### src/rtl/fault_pkg.sv
// Shared fault-classifier codes and recovery FSM state encodings.
// Used by the fault classifier and by fault_recovery_ctrl.
package fault_pkg;

  localparam logic [1:0] FAULT_NONE     = 2'b00;
  localparam logic [1:0] FAULT_MINOR    = 2'b01;
  localparam logic [1:0] FAULT_CRITICAL = 2'b10;

  typedef enum logic [1:0] {
    ST_IDLE    = 2'b00,
    ST_FLUSH   = 2'b01,
    ST_RECOVER = 2'b10,
    ST_HALT    = 2'b11
  } state_e;

  // Code 2'b11 is unassigned by the classifier and is handled as critical.
  function automatic logic is_critical(input logic [1:0] code);
    return code[1];
  endfunction

endpackage

### src/rtl/fault_recovery_ctrl_sat_counter.sv
// Saturating up-counter with asynchronous active-high reset.
// Holds at all-ones instead of wrapping.
module sat_counter #(
  parameter int W = 8
) (
  input  logic         clk,
  input  logic         rst,
  input  logic         inc,
  output logic [W-1:0] count
);

  function automatic logic [W-1:0] sat_inc(input logic [W-1:0] v);
    return (&v) ? v : v + W'(1);
  endfunction

  always_ff @(posedge clk or posedge rst) begin
    if (rst)
      count <= '0;
    else if (inc)
      count <= sat_inc(count);
  end

endmodule

### src/rtl/fault_recovery_ctrl.sv
// CPU fault recovery sequencer: flush/redirect/retry on minor faults,
// sticky halt on critical faults or exhausted retries, plus fault statistics.
module fault_recovery_ctrl
  import fault_pkg::*;
#(
  parameter int PC_W         = 32,
  parameter int FLUSH_CYCLES = 3,
  parameter int RETRY_W      = 2,
  parameter int MAX_RETRY    = 2,
  parameter int CNT_W        = 8
) (
  input  logic               clk,
  input  logic               rst,
  input  logic [1:0]         fault_type,
  input  logic [PC_W-1:0]    fault_pc,
  input  logic               instr_retired,
  input  logic               clear_halt,
  output logic               stall,
  output logic               flush,
  output logic               pc_redirect,
  output logic [PC_W-1:0]    redirect_pc,
  output logic               halted,
  output logic [RETRY_W-1:0] retry_cnt,
  output logic [CNT_W-1:0]   minor_count,
  output logic [CNT_W-1:0]   critical_count
);

  localparam int                   FC_W      = (FLUSH_CYCLES > 1) ? $clog2(FLUSH_CYCLES) : 1;
  localparam logic [FC_W-1:0]      FC_LOAD   = FC_W'(FLUSH_CYCLES - 1);
  localparam logic [RETRY_W-1:0]   RETRY_MAX = RETRY_W'(MAX_RETRY);

  state_e               state_q;
  logic [FC_W-1:0]      flush_cnt_q;
  logic [RETRY_W-1:0]   retry_q;
  logic [PC_W-1:0]      pc_q;
  logic                 redirect_q;

  logic crit;
  logic minor;
  logic minor_inc;
  logic crit_inc;

  assign crit  = is_critical(fault_type);
  assign minor = (fault_type == FAULT_MINOR);

  // Statistics: faults are only counted where the FSM acts on them.
  assign crit_inc  = crit && (state_q != ST_HALT);
  assign minor_inc = minor && ((state_q == ST_IDLE) || (state_q == ST_RECOVER));

  always_ff @(posedge clk or posedge rst) begin
    if (rst) begin
      state_q     <= ST_IDLE;
      flush_cnt_q <= '0;
      retry_q     <= '0;
      pc_q        <= '0;
      redirect_q  <= 1'b0;
    end else begin
      redirect_q <= 1'b0;
      case (state_q)
        ST_IDLE: begin
          if (crit) begin
            state_q <= ST_HALT;
          end else if (minor) begin
            pc_q        <= fault_pc;
            retry_q     <= RETRY_W'(1);
            flush_cnt_q <= FC_LOAD;
            state_q     <= ST_FLUSH;
          end
        end
        ST_FLUSH: begin
          if (crit) begin
            state_q <= ST_HALT;
          end else if (flush_cnt_q == '0) begin
            state_q    <= ST_RECOVER;
            redirect_q <= 1'b1;
          end else begin
            flush_cnt_q <= flush_cnt_q - FC_W'(1);
          end
        end
        ST_RECOVER: begin
          if (crit) begin
            state_q <= ST_HALT;
          end else if (minor && (retry_q == RETRY_MAX)) begin
            state_q <= ST_HALT;
          end else if (minor) begin
            pc_q        <= fault_pc;
            retry_q     <= retry_q + RETRY_W'(1);
            flush_cnt_q <= FC_LOAD;
            state_q     <= ST_FLUSH;
          end else if (instr_retired) begin
            retry_q <= '0;
            state_q <= ST_IDLE;
          end
        end
        ST_HALT: begin
          // A critical fault arriving with the release keeps the core halted.
          if (clear_halt && !crit) begin
            retry_q <= '0;
            state_q <= ST_IDLE;
          end
        end
        default: state_q <= ST_IDLE;
      endcase
    end
  end

  assign stall       = (state_q == ST_FLUSH) || (state_q == ST_HALT);
  assign flush       = (state_q == ST_FLUSH);
  assign halted      = (state_q == ST_HALT);
  assign pc_redirect = redirect_q;
  assign redirect_pc = pc_q;
  assign retry_cnt   = retry_q;

  sat_counter #(.W(CNT_W)) u_minor_cnt (
    .clk   (clk),
    .rst   (rst),
    .inc   (minor_inc),
    .count (minor_count)
  );

  sat_counter #(.W(CNT_W)) u_crit_cnt (
    .clk   (clk),
    .rst   (rst),
    .inc   (crit_inc),
    .count (critical_count)
  );

endmodule

### config.mk
export PLATFORM = sky130hd
export DESIGN_NAME = fault_recovery_ctrl
export DESIGN_NICKNAME = d
export VERILOG_FILES = /design/src/rtl/fault_pkg.sv /design/src/rtl/fault_recovery_ctrl_sat_counter.sv /design/src/rtl/fault_recovery_ctrl.sv
export SDC_FILE = /design/constraint.sdc
export NUM_CORES = 1
export LEC_CHECK = 0
export ABC_AREA = 1
export CAP_MARGIN = 25
export CORE_ASPECT_RATIO = 0.9
export CORE_UTILIZATION = 30
export CTS_CLUSTER_SIZE = 20
export DETAILED_ROUTE_END_ITERATION = 10
export RECOVER_POWER = 25
export SLEW_MARGIN = 20
export SYNTH_ARGS = -nofsm -noshare
export SYNTH_HDL_FRONTEND = slang
export SYNTH_SLANG_ARGS = --single-unit
### constraint.sdc
create_clock -name clk -period 1.7 [get_ports clk]
set_input_delay 0.34 -clock clk [delete_from_list [all_inputs] [get_ports clk]]
set_output_delay 0.34 -clock clk [all_outputs]
set_load 0.05 [all_outputs]
==> metrics.txt <==
status=finished, final reports clean; Slew headroom=50.5%; area leader, netlist=dfrtp_1; boundary pin count=92; Yosys cell types=24; H-Tree Depth=2; DIE HEIGHT=about 92 µm; Initial DRC Count=80; critical path class=reg -> out; fin cells=572; post-route minimum period=about 1.6 ns; max cap viols=0; hpwl dp=~4.6 mm; Worst EP required=1.36 ns; Yosys Warn Count=0; Yosys reg bits=between 50 and 60; crit-path max FO=5; routed wire length=~6.1 mm; top cell type's share of synthesized area=50.9%; maximum vdd drop=around 1.1 mV; Fill cells=about 900; DIE AREA=between 9000 and 10000 µm²; ANT nets after route=0; LEAKAGE=slightly above 2 nW; Worst EP arrival=~1.3 ns; Inserted Diodes=0; Sink Count=55; clk slew on worst S/H paths=0.10 ns; router iterations before antenna repair=4; Hold Worst Slack=just under 0.5 ns; Synth Instances=between 300 and 400; pwr/cell area=1960 nW/µm²; Final period util=between 90 and 100%; Layout Skew=between 0.006 and 0.007 ns; Final Max Tran Viols=0; share of layout cells above drive strength 1=roughly 19%; RSZ-0062 raised after global routing=false; global-route wire length before repair=9.73 mm; post-CTS setup buffers=0; worst setup margin=around 0.1 ns; Tightest Hold Check Type=reg -> reg; row cnt=32; Via Count=about 2.4k; Initial Util=31.3%; WL/cell=about 11 µm; insertion delay to the later sink of the worst-skew pair=around 0.30 ns; die width=102 µm; initial antenna violation count=0; Placed Cells incl. Taps=roughly 560; total power=roughly 7.5 mW; max frequency=about 630 MHz; GRT Overall Usage=roughly an eighth; CTS tree=done; Root Driver=clkbuf_8; core box area=about 8600 µm²; GPL Wtd Cong=roughly 0.85; startpoint types=flip-flop; top cells by area, synth=dfrtp_1, nand2_1, inv_1, o21ai_1, nor2_1; Post-Syn Area=about 2700 µm²; crit path capture type=output port; Fin. Hold Viols=0; Final Net Count=about 490; worst slew pin tran=0.742 ns; dpl ws=-0.0460 ns; routed vias/inst=~4.2; DRC errors left=0; Finished Cell Area=approximately 3800 µm²; CTS Buf Count=5; Area Overhead vs Synth=41.7%; register area share after synthesis=between 50% and 60%; grt total ovfl=0; IO buf count=91; Placed Area=~3700 µm²; synthesized net count=around 400; vias in the first global route=between 2k and 2.5k; Finish-stage setup viols=0; largest net degree at the start of global routing=56; Avg Inst Size Synth=~7.7 µm²; maximum root-to-sink buffer count=2
==> through the flow <==
step,utilization [%],setup TNS (ns)
3_5_place_dp,43.3,-0.915
3_3_place_gp,43.3,-0.0481
5_1_grt,44.4,0
6_report,44.4,0
2_1_floorplan,-,0
4_1_cts,44.5,0
==> final timing paths <==
check	cells after the start	to	startpoint	slack [ns]
max	3	flush	state_q[0]$_DFFE_PP0P_	0.10
min	2	flush_cnt_q[1]$_DFFE_PP0P_	flush_cnt_q[1]$_DFFE_PP0P_	0.48
max reg2reg	8	u_crit_cnt.count[3]$_DFFE_PP0P_	u_crit_cnt.count[0]$_DFFE_PP0P_	0.20
min reg2reg	2	flush_cnt_q[1]$_DFFE_PP0P_	flush_cnt_q[1]$_DFFE_PP0P_	0.48
max in group asynchronous	3	state_q[1]$_DFFE_PP0P_	rst	0.45
min in group asynchronous	3	redirect_pc[9]$_DFFE_PP0P_	rst	0.68
==> final cells by class <==
cell class	instances	area, µm²	area share (%)
flip-flops and latches	55	1380	35.9
inverters	58	219	5.71
well taps	119	149	3.88
clock inverters	1	8.76	0.228
clock buffers	7	86.3	2.25
repair buffers	105	956	24.9
multi-input cells	227	1040	27.1
==> routing by layer <==
layer / vias up / routed length (µm) / track usage, % / part of all wire, %
met1: 1069 / 3010 / 19.0 / 50
met4: 0 / 60 / 3.93 / 0.99
met2: 73 / 2620 / 19.2 / 43
met3: 7 / 369 / 3.13 / 6.1
li1: 1276 / - / - / -
met5: - / 0 / 0 / 0
==> cells in the final DEF (no fill, tap or decap), drive strengths merged <==
cell           instances
clkbuf                 8
nor2                  22
o21ai                 43
inv                   56
xor2                   3
nand3b                 5
dfrtp                 55
ha                     4
nand3                 12
clkinv                 3
buf                   67
xnor2                  1
a21oi                  4
nand2                128
clkdlybuf4s50         36
nand4                  3
nor3                   2
dlygate4sd3            1
==> what timing repair did <==
item	in CTS	in global routing
endpoints found under the setup margin	1	1
hold buffers	0	0
resized for setup	1	1
==> sequential cells by signal, summed over array words and instances (netlist names) <==
register	count
u_minor_cnt.count	8
state_q	2
redirect_pc	32
retry_cnt	2
u_crit_cnt.count	8
flush_cnt_q	2
pc_redirect	1
==> report_power, final <==
part	total [mW]	internal, mW	switching [mW]
Clock	0.751	0.335	0.416
Combinational	4.45	1.42	3.03
Sequential	2.32	1.86	0.453
==> cell families (layout without fill, tap and decap cells) <==
family / after synthesis / in the layout / share of synthesized area (%)
adder cells (fa/ha/maj): 4 / 4 / 1.85
buffers and inverters: 69 / 171 / 11.0
AND/OR/NAND/NOR: 172 / 172 / 25.8
AO/OA/AOI/OAI: 47 / 47 / 9.25
flip-flops: 55 / 55 / 50.9
XOR/XNOR: 4 / 4 / 1.29
==> worst max-delay path, stage by stage, from the launching register on <==
cell	delay (ns)
dfrtp_1	0.48
inv_2	0.12
nor2_4	0.20
buf_12	0.17
==> synthesized netlist by cell type (all sizes together) <==
library cell,n
nand4,3
nor2,22
o21ai,43
nand2,128
inv,57
xor2,3
nand3,12
xnor2,1
nor3,2
nand3b,5
dfrtp,55
clkinv,1
clkbuf,2
a21oi,4
ha,4
buf,9
(Power assumes the default switching activity.)
